## config.mk

```make
export PLATFORM = sky130hd
export DESIGN_NAME = s2p_frame_rx
export DESIGN_NICKNAME = d
export VERILOG_FILES = /design/src/rtl/s2p_frame_rx.sv
export SDC_FILE = /design/constraint.sdc
export NUM_CORES = 1
export LEC_CHECK = 0
export CAP_MARGIN = 20
export CELL_PAD_IN_SITES_DETAIL_PLACEMENT = 1
export CELL_PAD_IN_SITES_GLOBAL_PLACEMENT = 2
export CORE_MARGIN = 4
export CORE_UTILIZATION = 40
export CTS_CLUSTER_SIZE = 12
export DETAILED_ROUTE_END_ITERATION = 8
export GPL_TIMING_DRIVEN = 0
export PLACE_DENSITY = 0.83
export SLEW_MARGIN = 20
export SYNTH_ARGS = -nofsm -noshare
export SYNTH_HDL_FRONTEND = slang
export SYNTH_SLANG_ARGS = --single-unit
```

## constraint.sdc

```tcl
create_clock -name CLK -period 3 [get_ports CLK]
set_clock_uncertainty 0.2 [all_clocks]
set_input_delay 0.6 -clock CLK [delete_from_list [all_inputs] [get_ports CLK]]
set_output_delay 0.6 -clock CLK [all_outputs]
set_load 0.05 [all_outputs]
```

## src/rtl/s2p_frame_rx.sv

```systemverilog
// -----------------------------------------------------------------------------
// s2p_frame_rx
//   Serial-to-parallel frame receiver. Hunts for byte alignment on a stream of
//   COM idle bytes, locks after LOCK_CNT consecutive aligned COMs, and then
//   assembles 32-bit payload words that each follow an STP header byte.
//
// Ports
//   CLK      in   1   sole clock, all state on its rising edge
//   reset    in   1   asynchronous, active-low reset
//   ENB      in   1   enable; 0 freezes all state and ignores data_in
//   data_in  in   1   serial bit, MSB first within each byte
//   DATO     out  32  last received payload word, first byte in [31:24]
//   VALID    out  1   one-cycle pulse when DATO has just been updated
//   ACTIVE   out  1   high while byte-locked (LOCKED or DATA)
//   ERR      out  1   one-cycle pulse when lock is lost on an illegal header
// -----------------------------------------------------------------------------
module s2p_frame_rx #(
    parameter logic [7:0] COM      = 8'hBC,
    parameter logic [7:0] STP      = 8'h7C,
    parameter int         LOCK_CNT = 4
) (
    input  logic        CLK,
    input  logic        reset,
    input  logic        ENB,
    input  logic        data_in,
    output logic [31:0] DATO,
    output logic        VALID,
    output logic        ACTIVE,
    output logic        ERR
);

    localparam logic [1:0] S_SEARCH = 2'd0;
    localparam logic [1:0] S_SYNC   = 2'd1;
    localparam logic [1:0] S_LOCKED = 2'd2;
    localparam logic [1:0] S_DATA   = 2'd3;

    localparam logic [2:0] LOCK_N = 3'(LOCK_CNT);

    logic [1:0]  r_state;
    // Only the seven most recent bits are ever needed: the eighth comes
    // straight from data_in when the byte is formed.
    logic [6:0]  r_sr;
    logic [2:0]  r_bit_cnt;
    logic [1:0]  r_byte_cnt;
    logic [2:0]  r_com_cnt;
    // First three payload bytes; the fourth joins them directly into DATO.
    logic [23:0] r_word;
    logic [31:0] r_dato;
    logic        r_valid;
    logic        r_active;
    logic        r_err;

    logic [7:0]  w_rx_byte;
    logic        w_byte_done;
    logic [2:0]  w_com_inc;
    logic [1:0]  w_state_nxt;
    logic [2:0]  w_bit_cnt_nxt;
    logic [1:0]  w_byte_cnt_nxt;
    logic [2:0]  w_com_cnt_nxt;
    logic [23:0] w_word_nxt;
    logic [31:0] w_dato_nxt;
    logic        w_valid_nxt;
    logic        w_err_nxt;
    logic        w_active_nxt;

    assign w_rx_byte   = {r_sr, data_in};
    assign w_byte_done = (r_bit_cnt == 3'd7);
    assign w_com_inc   = r_com_cnt + 3'd1;

    // NOTE: every output of this block gets a default before the case so no
    // path leaves a variable unassigned, which would infer a latch.
    always_comb begin
        w_state_nxt    = r_state;
        w_bit_cnt_nxt  = r_bit_cnt + 3'd1;
        w_byte_cnt_nxt = r_byte_cnt;
        w_com_cnt_nxt  = r_com_cnt;
        w_word_nxt     = r_word;
        w_dato_nxt     = r_dato;
        w_valid_nxt    = 1'b0;
        w_err_nxt      = 1'b0;

        case (r_state)
            S_SEARCH: begin
                // Sliding-window hunt: a COM on any bit boundary sets the
                // byte phase, so the bit counter restarts from here.
                if (w_rx_byte == COM) begin
                    w_state_nxt   = S_SYNC;
                    w_bit_cnt_nxt = 3'd0;
                    w_com_cnt_nxt = 3'd1;
                end
            end

            S_SYNC: begin
                if (w_byte_done) begin
                    if (w_rx_byte == COM) begin
                        w_com_cnt_nxt = w_com_inc;
                        if (w_com_inc == LOCK_N) begin
                            w_state_nxt = S_LOCKED;
                        end
                    end else begin
                        // Alignment never confirmed, so this is not an error.
                        w_state_nxt   = S_SEARCH;
                        w_com_cnt_nxt = 3'd0;
                    end
                end
            end

            S_LOCKED: begin
                if (w_byte_done) begin
                    if (w_rx_byte == STP) begin
                        w_state_nxt    = S_DATA;
                        w_byte_cnt_nxt = 2'd0;
                    end else if (w_rx_byte != COM) begin
                        w_state_nxt   = S_SEARCH;
                        w_com_cnt_nxt = 3'd0;
                        w_err_nxt     = 1'b1;
                    end
                end
            end

            S_DATA: begin
                // COM and STP values are ordinary payload here.
                if (w_byte_done) begin
                    w_word_nxt     = {r_word[15:0], w_rx_byte};
                    w_byte_cnt_nxt = r_byte_cnt + 2'd1;
                    if (r_byte_cnt == 2'd3) begin
                        w_dato_nxt  = {r_word, w_rx_byte};
                        w_valid_nxt = 1'b1;
                        w_state_nxt = S_LOCKED;
                    end
                end
            end

            default: begin
                w_state_nxt = S_SEARCH;
            end
        endcase

        w_active_nxt = (w_state_nxt == S_LOCKED) || (w_state_nxt == S_DATA);
    end

    // NOTE: state is updated with non-blocking assignments so every register
    // samples the pre-edge values regardless of statement order.
    always_ff @(posedge CLK or negedge reset) begin
        if (!reset) begin
            r_state    <= S_SEARCH;
            r_sr       <= '0;
            r_bit_cnt  <= '0;
            r_byte_cnt <= '0;
            r_com_cnt  <= '0;
            r_word     <= '0;
            r_dato     <= '0;
            r_valid    <= 1'b0;
            r_active   <= 1'b0;
            r_err      <= 1'b0;
        end else if (ENB) begin
            r_state    <= w_state_nxt;
            r_sr       <= w_rx_byte[6:0];
            r_bit_cnt  <= w_bit_cnt_nxt;
            r_byte_cnt <= w_byte_cnt_nxt;
            r_com_cnt  <= w_com_cnt_nxt;
            r_word     <= w_word_nxt;
            r_dato     <= w_dato_nxt;
            r_valid    <= w_valid_nxt;
            r_active   <= w_active_nxt;
            r_err      <= w_err_nxt;
        end else begin
            // Frozen: everything holds except the pulses, which must drop.
            r_valid <= 1'b0;
            r_err   <= 1'b0;
        end
    end

    assign DATO   = r_dato;
    assign VALID  = r_valid;
    assign ACTIVE = r_active;
    assign ERR    = r_err;

endmodule

```

==> flow_metrics.env <==
export IMPL_cts_tree="done"
export IMPL_arrival_ns=1.58
export IMPL_seq_area_frac_synth=0.560
export IMPL_wl_per_cell_um=15.8
export IMPL_synthTopCellsByCount="dfrtp_1 (75), nand2_1 (75), mux2_2 (35)"
export IMPL_end_kind="output port"
export IMPL_via_count=2271
export IMPL_whs_ns=0.281
export IMPL_cts_made_buffers=9
export IMPL_drive_gt1_frac=0.205
export IMPL_finalHoldViolCount=0
export IMPL_rrSetupSlack_ns=0.69
export IMPL_final_util=0.505
export IMPL_io_buffers=38
export IMPL_grt_usage=0.157
export IMPL_min_path_type="reg -> reg"
export IMPL_grt_max_degree=51
export IMPL_die_x_um=99.5
export IMPL_top_level_ports=39
export IMPL_final_cells=451
export IMPL_path_depth=1
export IMPL_ys_ff_latch=75
export IMPL_start_kind="flip-flop"
export IMPL_synth_top_area_cell="dfrtp_1"
export IMPL_cp_cell_sequence="clkdlybuf4s50_1"
export IMPL_cpMaxStageDelayCell="clkdlybuf4s50_1"
export IMPL_finalCriticalPeriod_ns=2.38
export IMPL_worstPathRequired_ns=2.20
export IMPL_viasPerCell=5.04
export IMPL_worstMarginPinSlew_ns=0.518
export IMPL_netlist_instances=290
export IMPL_hold_depth=2
export IMPL_core_mm2=0.00818
export IMPL_rows=33
export IMPL_clock_root_buffer="clkbuf_8"
export IMPL_cpPeakStageDelay_ns=0.83
export IMPL_p_leak_nw=2.03
export IMPL_diodes=0
export IMPL_status="finished, final reports clean"
export IMPL_finalCritPeriodShare=0.795
export IMPL_overflow=0
export IMPL_synthesis_area_mm2=0.00335
export IMPL_r2r_start="r_bit_cnt[0]$_DFFE_PN0P_"
export IMPL_r2r_cells=7
export IMPL_hpwl_mm=5.09
export IMPL_ir_drop_mv=0.299
export IMPL_synth_edf_count=0
export IMPL_max_cap_viol_count=0
export IMPL_ys_types=47
export IMPL_dp_cells=434
export IMPL_grt_pass1_vias=2458
export IMPL_grt_pass1_wl_mm=12.3
export IMPL_setup_violations=0
export IMPL_gp_congestion=0.788
export IMPL_powerDensity_mw_per_mm2=584
export IMPL_crit_family="buffers and inverters"
export IMPL_crit_buf_inv=1
export IMPL_initial_core_util=0.410
export IMPL_synthArstFlopShare=1.00
export IMPL_slew_limit_headroom=0.655
export IMPL_routed_wl_mm=7.11
export IMPL_die_area_mm2=0.00990
export IMPL_antenna_found_initial=0
export IMPL_antenna_left=0
export IMPL_reg2reg_to="DATO[23]$_DFFE_PN0P_"
export IMPL_crit_fanout=5
export IMPL_fp_dieH_um=99.5
export IMPL_cts_sinks=75
export IMPL_ys_top_cells_by_area="dfrtp_1 (56%), mux2_2 (12%), nand2_1 (8.4%), ha_1 (3.4%), mux2i_1 (1.2%)"
export IMPL_drv_slew=0
export IMPL_synth_warnings=0
export IMPL_clkSlewWorstSetupHoldPaths_ns=0.08
export IMPL_yosysTopAreaCellShare=0.560
export IMPL_clk_latency_ns=0.34
export IMPL_hp_start="r_word[18]$_DFFE_PN0P_"
export IMPL_drt_pass1_iter_count=4
export IMPL_avgSynthCellArea_um2=11.5
export IMPL_min_to="r_word[18]$_DFFE_PN0P_"
export IMPL_fmax_mhz=419
export IMPL_crit_type="reg -> out"
export IMPL_rsz0062_at_grt="no"
export IMPL_syn_nets=303
export IMPL_areaGrowthSynthToFinish_pct=23.3
export IMPL_drtIter0Drc=31
export IMPL_clockBufferDepth=2
export IMPL_drc=0
export IMPL_htree_levels=3
export IMPL_ys_flop_type="dfrtp_1"
export IMPL_fin_nets=354
per-stage QoR:
step / TNS [ns] / power [mW] / instance area (um^2) / worst slack (ns)
6_report: 0 / 2.41 / 4130 / 0.615
5_1_grt: 0 / 2.54 / 4130 / 0.523
4_1_cts: 0 / 2.45 / 4130 / 0.585
3_5_place_dp: 0 / 1.51 / 3890 / 0.330
3_3_place_gp: -113.49 / 1.50 / 3860 / -1.52
2_1_floorplan: 0 / 1.39 / 3350 / 0.688
routing by layer:
metal,up-vias,global-route usage,share of wire
li1,1088,-,-
met1,1134,0.203,0.46
met2,37,0.261,0.49
met3,12,0.0273,0.033
met4,0,0.0630,0.018
met5,-,0,0
report_power, final:
| part | leakage, nW | switching (mW) | internal, mW |
|---|---|---|---|
| registers | 1.02 | 0.0534 | 1.06 |
| logic | 0.898 | 0.222 | 0.147 |
| clock network | 0.115 | 0.369 | 0.556 |
worst register-to-register path, stage by stage (launching register included):
cell     delay (ns)
dfrtp_1        0.40
ha_1           0.22
ha_1           0.22
and3_1         0.15
buf_4          0.17
nand2_2        0.17
buf_2          0.29
mux2_2         0.38
logic make-up after synthesis:
group                    count (synthesis)  share of synthesized area
adder cells (fa/ha/maj)                  9                     0.0336
AND/OR/NAND/NOR                        109                      0.161
XOR/XNOR                                 2                    0.00747
AO/OA/AOI/OAI                           29                     0.0628
multiplexers                            42                      0.140
flip-flops                              75                      0.560
buffers and inverters                   24                     0.0347
timing repair:
action,in CTS,in global routing
setup buffers,0,0
resized for setup,0,0
setup endpoints to repair,0,0
hold buffers,1,0
hold endpoints to repair,25,0
registers in the layout (all words and copies together), names as in the netlist:
name,count
r_bit_cnt,3
VALID,1
r_state,2
DATO,32
r_com_cnt,3
ERR,1
r_word,24
r_sr,7
r_byte_cnt,2
cells in the final DEF, fill, tap and decap left out, types with 4 or more instances in the layout:
| cell type | netlist | layout |
|---|---|---|
| nor2b_1 | 5 | 5 |
| clkbuf_1 | 4 | 7 |
| a21oi_1 | 6 | 6 |
| clkbuf_8 | 0 | 9 |
| mux2i_1 | 4 | 4 |
| mux2_2 | 35 | 35 |
| dfrtp_1 | 75 | 75 |
| nand3_1 | 5 | 5 |
| inv_1 | 10 | 10 |
| ha_1 | 9 | 9 |
| nand2_1 | 75 | 75 |
| buf_2 | 5 | 5 |
| o21ai_0 | 7 | 7 |
| clkdlybuf4s50_1 | 0 | 37 |
how the worst max path moves through the flow:
stage / startpoint / slack (ns) / to
after floorplan: r_state[1]$_DFFE_PN0P_ / 0.69 / r_com_cnt[0]$_DFFE_PN0P_
after global placement: reset / -1.52 / r_com_cnt[2]$_DFFE_PN0P_
after detailed placement: data_in / 0.33 / r_com_cnt[0]$_DFFE_PN0P_
after CTS: r_state[1]$_DFFE_PN0P_ / 0.58 / ACTIVE
after global routing: r_state[0]$_DFFE_PN0P_ / 0.52 / r_com_cnt[0]$_DFFE_PN0P_
final: r_state[1]$_DFFE_PN0P_ / 0.62 / ACTIVE
area by class of cell:
| cell class | count | area, um^2 |
|---|---|---|
| Sequential cell | 75 | 1880 |
| Clock inverter | 4 | 98.8 |
| Timing Repair Buffer | 40 | 415 |
| Tap cell | 105 | 131 |
| Multi-Input combinational cell | 191 | 1360 |
| Inverter | 10 | 37.5 |
| Clock buffer | 12 | 135 |
| Buffer | 14 | 78.8 |
| Fill cell | 903 | 4050 |
Power figures use the tool's default switching activity.
